[config.mk]
export PLATFORM = sky130hd
export DESIGN_NAME = dds_axi_rd
export DESIGN_NICKNAME = d
export VERILOG_FILES = /design/src/rtl/dds_axi_pkg.sv /design/src/rtl/dds_edge_cnt.sv /design/src/rtl/dds_axi_rd.sv
export SDC_FILE = /design/constraint.sdc
export NUM_CORES = 1
export LEC_CHECK = 0
export BUFFER_PORTS_ARGS = -buffer_cell sky130_fd_sc_hd__buf_2
export CAP_MARGIN = 20
export CORE_AREA = 2 2 156 158
export DETAILED_ROUTE_END_ITERATION = 10
export DIE_AREA = 0 0 158 160
export PLACE_DENSITY = 0.62
export SYNTH_ARGS = -nofsm -noshare
export SYNTH_HDL_FRONTEND = slang
export SYNTH_HIERARCHICAL = 1
export SYNTH_SLANG_ARGS = --single-unit
[constraint.sdc]
create_clock -name s_axi_aclk -period 2.7 [get_ports s_axi_aclk]
set_input_delay 0.27 -clock s_axi_aclk [delete_from_list [all_inputs] [get_ports s_axi_aclk]]
set_output_delay 0.27 -clock s_axi_aclk [all_outputs]
set_load 0.01 [all_outputs]
[src/rtl/dds_axi_pkg.sv]
// Shared constants for the DDS status read port.
// Word indices, response codes, ID default and FSM encoding.
package dds_axi_pkg;

  localparam logic [31:0] ID_WORD_DEF = 32'hDD50_0001;

  localparam logic [1:0] RESP_OKAY   = 2'b00;
  localparam logic [1:0] RESP_SLVERR = 2'b10;

  localparam logic [3:0] WI_ID     = 4'd0;
  localparam logic [3:0] WI_FSQ1   = 4'd1;
  localparam logic [3:0] WI_FSQ2   = 4'd2;
  localparam logic [3:0] WI_PSQ1   = 4'd3;
  localparam logic [3:0] WI_PSQ2   = 4'd4;
  localparam logic [3:0] WI_FSIN   = 4'd5;
  localparam logic [3:0] WI_PSIN   = 4'd6;
  localparam logic [3:0] WI_ASIN   = 4'd7;
  localparam logic [3:0] WI_FSAW   = 4'd8;
  localparam logic [3:0] WI_ASAW   = 4'd9;
  localparam logic [3:0] WI_DC1    = 4'd10;
  localparam logic [3:0] WI_DC2    = 4'd11;
  localparam logic [3:0] WI_DLYSAW = 4'd12;
  localparam logic [3:0] WI_OUTEN  = 4'd13;
  localparam logic [3:0] WI_FRAME  = 4'd14;
  localparam logic [3:0] WI_SQCNT  = 4'd15;

  typedef enum logic [1:0] {
    ST_IDLE = 2'd0,
    ST_ACPT = 2'd1,
    ST_RESP = 2'd2
  } state_e;

endpackage

[src/rtl/dds_edge_cnt.sv]
// Rising-edge detector feeding a free-running wrap counter.
// Ports: clk, rst_n (sync, active-low), sig in, cnt out.
module dds_edge_cnt #(
  parameter int CNT_W = 32
) (
  input  logic             clk,
  input  logic             rst_n,
  input  logic             sig,
  output logic [CNT_W-1:0] cnt
);

  logic             prev_q, prev_d;
  logic [CNT_W-1:0] cnt_q, cnt_d;
  logic             rise;

  always_comb begin
    rise   = sig & ~prev_q;
    prev_d = sig;
    cnt_d  = cnt_q + {{(CNT_W-1){1'b0}}, rise};
  end

  // prev resets high so a level held across reset release is not an edge
  always_ff @(posedge clk) begin
    if (!rst_n) begin
      prev_q <= 1'b1;
      cnt_q  <= '0;
    end else begin
      prev_q <= prev_d;
      cnt_q  <= cnt_d;
    end
  end

  assign cnt = cnt_q;

endmodule

[src/rtl/dds_axi_rd.sv]
// AXI-lite style read-only status port for the DDS block.
// Ports: AR/R channel, live DDS control words, cs_n/square_1x.
module dds_axi_rd
  import dds_axi_pkg::*;
#(
  parameter logic [31:0] ID_WORD = ID_WORD_DEF,
  parameter int          CNT_W   = 32
) (
  input  logic        s_axi_aclk,
  input  logic        s_axi_aresetn,
  input  logic        s_axi_arvalid,
  input  logic [5:0]  s_axi_araddr,
  output logic        s_axi_arready,
  output logic        s_axi_rvalid,
  output logic [31:0] s_axi_rdata,
  output logic [1:0]  s_axi_rresp,
  input  logic        s_axi_rready,
  input  logic [31:0] freq_square_1x,
  input  logic [31:0] freq_square_2x,
  input  logic [31:0] phase_square_1x,
  input  logic [31:0] phase_square_2x,
  input  logic [31:0] freq_sin,
  input  logic [31:0] phase_sin_init,
  input  logic [31:0] freq_saw,
  input  logic [31:0] dc_data1,
  input  logic [31:0] dc_data2,
  input  logic [31:0] delay_saw,
  input  logic [15:0] amp_sin,
  input  logic [15:0] amp_saw,
  input  logic        out_en,
  input  logic        cs_n,
  input  logic        square_1x
);

  state_e      state_q, state_d;
  logic        arready_q, arready_d;
  logic        rvalid_q, rvalid_d;
  logic [31:0] rdata_q, rdata_d;
  logic [1:0]  rresp_q, rresp_d;
  logic [5:0]  addr_q, addr_d;

  logic [CNT_W-1:0] frame_cnt;
  logic [CNT_W-1:0] sq_cnt;
  logic [31:0]      sel_word;

  dds_edge_cnt #(.CNT_W(CNT_W)) u_frame_cnt (
    .clk   (s_axi_aclk),
    .rst_n (s_axi_aresetn),
    .sig   (cs_n),
    .cnt   (frame_cnt)
  );

  dds_edge_cnt #(.CNT_W(CNT_W)) u_sq_cnt (
    .clk   (s_axi_aclk),
    .rst_n (s_axi_aresetn),
    .sig   (square_1x),
    .cnt   (sq_cnt)
  );

  always_comb begin
    sel_word = '0;
    case (addr_q[5:2])
      WI_ID:     sel_word = ID_WORD;
      WI_FSQ1:   sel_word = freq_square_1x;
      WI_FSQ2:   sel_word = freq_square_2x;
      WI_PSQ1:   sel_word = phase_square_1x;
      WI_PSQ2:   sel_word = phase_square_2x;
      WI_FSIN:   sel_word = freq_sin;
      WI_PSIN:   sel_word = phase_sin_init;
      WI_ASIN:   sel_word = {16'h0, amp_sin};
      WI_FSAW:   sel_word = freq_saw;
      WI_ASAW:   sel_word = {16'h0, amp_saw};
      WI_DC1:    sel_word = dc_data1;
      WI_DC2:    sel_word = dc_data2;
      WI_DLYSAW: sel_word = delay_saw;
      WI_OUTEN:  sel_word = {31'h0, out_en};
      WI_FRAME:  sel_word = 32'(frame_cnt);
      WI_SQCNT:  sel_word = 32'(sq_cnt);
      default:   sel_word = '0;
    endcase
  end

  always_comb begin
    state_d   = state_q;
    arready_d = arready_q;
    rvalid_d  = rvalid_q;
    rdata_d   = rdata_q;
    rresp_d   = rresp_q;
    addr_d    = addr_q;
    case (state_q)
      ST_IDLE: begin
        arready_d = 1'b0;
        if (s_axi_arvalid) begin
          arready_d = 1'b1;
          addr_d    = s_axi_araddr;
          state_d   = ST_ACPT;
        end
      end
      ST_ACPT: begin
        arready_d = 1'b0;
        rvalid_d  = 1'b1;
        state_d   = ST_RESP;
        // counters read here are pre-increment if an edge lands now
        if (addr_q[1:0] != 2'b00) begin
          rdata_d = '0;
          rresp_d = RESP_SLVERR;
        end else begin
          rdata_d = sel_word;
          rresp_d = RESP_OKAY;
        end
      end
      ST_RESP: begin
        if (s_axi_rready) begin
          rvalid_d = 1'b0;
          state_d  = ST_IDLE;
        end
      end
      default: begin
        arready_d = 1'b0;
        rvalid_d  = 1'b0;
        state_d   = ST_IDLE;
      end
    endcase
  end

  always_ff @(posedge s_axi_aclk) begin
    if (!s_axi_aresetn) begin
      state_q   <= ST_IDLE;
      arready_q <= 1'b0;
      rvalid_q  <= 1'b0;
      rdata_q   <= '0;
      rresp_q   <= RESP_OKAY;
      addr_q    <= '0;
    end else begin
      state_q   <= state_d;
      arready_q <= arready_d;
      rvalid_q  <= rvalid_d;
      rdata_q   <= rdata_d;
      rresp_q   <= rresp_d;
      addr_q    <= addr_d;
    end
  end

  assign s_axi_arready = arready_q;
  assign s_axi_rvalid  = rvalid_q;
  assign s_axi_rdata   = rdata_q;
  assign s_axi_rresp   = rresp_q;

endmodule

Word-level counts from Yosys, hierarchy flattened:

Cells that the tools add are included.

* register bits after elaboration: 110
* input port bits: 365
* output and inout bits: 36
* logic and storage cells: 52

* add/subtract/negate cells: 2
* eq/ne operators: 19
* multiplexer cells: 10
* bitwise operators: 5
* reductions and logical operators: 6

Operators with widths (count)
* $pmux W32 S16: 1
* $add A32 B1 Y32: 2
* $eq A4 B4 Y1 const B: 8
* $mux W32: 1
* $eq A4 B3 Y1 const B: 4
* $eq A4 B2 Y1 const B: 2
* $mux W2: 3
* $pmux W2 S3: 1
* $reduce_and A2 Y1: 3
* $eq A4 B1 Y1 const B: 1
* $logic_not A4 Y1: 1
* $ne A2 B2 Y1 const B: 2
* $not A1 Y1: 3
* $pmux W1 S3: 1
* $and A1 B1 Y1: 2
* $eq A2 B1 Y1 const B: 1
* $eq A2 B2 Y1 const B: 1
* $logic_not A2 Y1: 1
* $mux W1: 2
* $pmux W1 S2: 1
* $reduce_bool A2 Y1: 1

Logic depth before layout (Yosys ltp):

* depth after elaboration: 3
* gate-level depth with buffers: 9
* depth with buffers taken out: 7

Cells and area by module:

The synthesis kept the hierarchy.

By module, submodules not included
* dds_axi_rd: times used 1, cells an instance 686, area each 5084.9 µm²
* dds_edge_cnt: times used 2, cells an instance 172, area each 1522.7 µm²

Worst setup path after synthesis:

No wires, ideal clock.

* kind: in2reg
* start point: input port cs_n
* end point: register u_frame_cnt.cnt_q[30], in the netlist u_frame_cnt/cnt[30]
* setup time: 0.070 ns
* data arrival time: 1.892 ns
* data required time: 2.630 ns
* setup slack: 0.738 ns
* cell stages on the path: 8
* buffers on the path: 1
* cell sequence: nor2b_1 -> ha_1 -> ha_1 -> and2_1 -> clkbuf_1 -> nand4_1 -> or4_1 -> a21oi_1

* longest elaborated chain between the ends: 2

Ends and longest elaborated chain
* start: declaration: line dds_axi_rd.sv:31 `input logic cs_n,`
* $and A1 B1 Y1: line dds_edge_cnt.sv:17 `rise = sig & ~prev_q;`
* $add A32 B1 Y32: line dds_edge_cnt.sv:19 `cnt_d = cnt_q + {{(CNT_W-1){1'b0}}, rise};`
* end signal: assignment: line dds_edge_cnt.sv:29 `cnt_q <= cnt_d;`
* end: declaration: line dds_edge_cnt.sv:13 `logic [CNT_W-1:0] cnt_q, cnt_d;`

Every way passes these cells.
A chain may end at the register's enable or synchronous reset.

Worst setup path in the final report:

* start point: register u_frame_cnt.prev_q
* end point: register u_frame_cnt.cnt_q[30], in the netlist u_frame_cnt/cnt[30]

* longest elaborated chain between the ends: 3

Ends and longest elaborated chain
* start: declaration: line dds_edge_cnt.sv:12 `logic prev_q, prev_d;`
* start signal: assignment: line dds_edge_cnt.sv:28 `prev_q <= prev_d;`
* $not A1 Y1: line dds_edge_cnt.sv:17
* $and A1 B1 Y1: line dds_edge_cnt.sv:17
* $add A32 B1 Y32: line dds_edge_cnt.sv:19

Every way passes these cells.

==> flow_summary.ini <==
[drt]
drc = 0
firstDrtPassIters = 5
vias_per_cell = 5.82
first_iter_violations = 755
drt-total-wl_mm = 41.4
wl_per_cell_um = 23.8
ant_nets = 0
vias = 10100

[synth]
netlist_area_mm2 = 0.00813
yosys-top-cells-area = dfxtp_1 27%, mux2i_1 10%, a22oi_1 5.4%
synth_top_area_cell = dfxtp_1
synth_top_area_share_pct = 26.8
ys_top_cells_by_count = 109 x dfxtp_1, 81 x mux2i_1, 78 x nand2_1, 77 x a21oi_1, 63 x nor2_1
synth-edff-count = 0
ys_seq_elements = 109
synth_fp_nets = 1401
synth_flop_cell = dfxtp_1
ys_types = 61
synth.most_common_cell = dfxtp_1
yosysSeqAreaShare_pct = 26.8
synth_area_per_cell_um2 = 7.89
netlist_instances = 1030
async_flop_share_pct = 0
yosys_warnings = 6

[finish]
fin_nets = 1775
drive_above_1_share_pct = 34.8
syn2layout_area_growth_pct = 32.9
multi_input_area_mm2 = 0.00549
fin_area_mm2 = 0.0108
seqCellArea_mm2 = 0.00219
fillCellCount = 2498

[job]
maxCapViolCount = 0

[setup_path]
critPathLaunchType = flip-flop
worstSetupEndpointType = flip-flop
crit_arrival_ps = 2540
r2r_cells = 8
worstReg2RegEnd = u_frame_cnt/cnt[30]
required_ps = 2970
slowest_delay_ps = 500
rrSetupSlack_ps = 430
worstPathCellList = nor2b_1 > ha_1 > ha_1 > and2_1 > nand4_1 > buf_4 > or4_1 > a21oi_1
cp_common_cell = ha_1
reg2reg_from = u_frame_cnt/prev_q
cp_max_fo = 14
crit_type = reg2reg
crit_slowest_cell = or4_1

[pwr]
switching_share_pct = 32.2
clkPwrFrac_pct = 33.1
p_comb_share_pct = 26.9
p_per_area_mw_per_mm2 = 389
vdd_drop_max_mv = 0.351
switchingPower_w = 0.00135
seq_power_share_pct = 40.1
p_leak_nw = 4.44
p_int_w = 0.00285

[die]
row_count = 57
core_area_mm2 = 0.0238
start_util_pct = 34.1
die_y_um = 160
die_w_um = 158
die_area_mm2 = 0.0253
io_pins = 401

[grt]
grt_pass1_wl_mm = 58.7
antenna_found_initial = 8
grt_pass1_vias = 9687
grt_max_degree = 41
track_usage_pct = 31.4
grt_overflow_total = 0

[timing]
skew_ps = 10.3
rsz0062_at_grt = false
max_slew.worst_pin.slew_ps = 1020
slew_viol_final = 0
min_period_ps = 2270
tns_ps = 0
setup_violations = 0
hold_viol = 0
relSlewSlack_pct = 32.2
finalCritPeriodShare_pct = 84.0
fmax_mhz = 441

[placement]
place_hpwl_mm = 33.1
placed_area_mm2 = 0.0105
globalplace.congestion = 0.968
port_buffers = 399

[cts]
cts_tree = done
cts_max_path_buffers = 2
hold_buffers = 0
ctsRootBufferMaster = clkbuf_16
clock-sinks = 109
numCtsBuffers = 9
clkSlewWorstSetupHoldPaths_ps = 80
clk_latency_ps = 360
postCtsResizedCells = 0
cts_setup_buffers = 0
cts_max_level = 3

[status]
status = completed

[hold_path]
hold_start = cs_n
holdPathEnd = u_frame_cnt/prev_q
whs_path_depth = 2
holdCritPathClass = in2reg
## how the worst max path moves through the flow
| stage | startpoint | to | slack [ps] | depth (start not counted) |
|---|---|---|---|---|
| after floorplan | cs_n | u_frame_cnt/cnt[30] | 740 | 8 |
| after global placement | cs_n | u_frame_cnt/cnt[30] | 490 | 9 |
| after detailed placement | cs_n | u_frame_cnt/cnt[30] | 410 | 9 |
| after CTS | u_frame_cnt/prev_q | u_frame_cnt/cnt[30] | 460 | 8 |
| after global routing | u_frame_cnt/prev_q | u_frame_cnt/cnt[26] | 290 | 8 |
| final | u_frame_cnt/prev_q | u_frame_cnt/cnt[30] | 430 | 8 |
## layout by cell type, fill, tap and decap left out, types with 34 or more instances in the layout
cell type and n:
and2_1 34, buf_2 399, nand2_1 78, mux2i_1 81, nor2_1 62, o21ai_0 59, a22oi_1 59, buf_4 41
dfxtp_1 105, o22ai_1 41, a21oi_1 77
## state kept, by name, summed over array words and instances (netlist names)
name / count
u_sq_cnt/prev_q: 1
u_frame_cnt/cnt: 32
u_sq_cnt/cnt: 32
state_q: 2
s_axi_rdata: 32
addr_q: 6
s_axi_rvalid: 1
u_frame_cnt/prev_q: 1
s_axi_rresp: 1
s_axi_arready: 1
## final cells by class
type,instances,share of cell area (%)
antenna,5,0.116
clock inverter,4,0.266
sequential,109,20.3
multi-input combinational,829,50.8
timing repair buffer,443,21.9
inverter,12,0.417
clock buffer,12,2.48
tap,324,3.75
## layer usage
metal  GRT usage (%)  vias to the layer above  routed length [µm]
met4            18.8                        6                2280
li1                -                     4714                   -
met1            36.8                     4690               15800
met3            6.08                      118                3620
met2            52.8                      582               19700
met5               0                        -                  32
## worst max-delay path: cells and delay by family (launching register included)
family / cells / cell delay [ps]
buffers and inverters: 1 / 200
AO/OA/AOI/OAI: 1 / 160
AND/OR/NAND/NOR: 4 / 1110
adder cells (fa/ha/maj): 2 / 420
flip-flops: 1 / 310
## stage by stage
stage | hold WS, ps | utilization, % | total power [W] | instances | setup slack (ps)
final | 105 | 45.4 | 0.00420 | 1738 | 433
after global routing | 98.1 | 45.3 | 0.00435 | 1735 | 295
after CTS | 96.3 | 45.3 | 0.00421 | 1733 | 461
after detailed placement | 474 | 44.1 | 0.00284 | 1717 | 409
after global placement | 469 | 44.1 | 0.00284 | 1717 | 495
after floorplan | 343 | - | 0.00225 | 1030 | 738
## cells by family (layout without fill, tap and decap cells)
logic type	count (synthesis)	count (layout)	share of synthesized area [%]
AOI/OAI and AO/OA	361	361	29.4
xor gates and xnor gates	26	26	2.80
adders and majority gates	6	6	0.923
buffers and inverters	92	471	5.89
DFF	109	109	26.8
muxes	89	89	11.1
other	1	6	0.0461
and+or+nand+nor	346	346	23.0
## power groups by stage
| stage | clock, W | sequential, W | combinational [W] |
|---|---|---|---|
| after floorplan | 0 | 0.00169 | 0.000557 |
| after global placement | 0 | 0.00172 | 0.00112 |
| after detailed placement | 0 | 0.00172 | 0.00112 |
| after CTS | 0.00141 | 0.00168 | 0.00112 |
| after global routing | 0.00146 | 0.00169 | 0.00120 |
| final | 0.00139 | 0.00168 | 0.00113 |
Power figures use the tool's default switching activity.
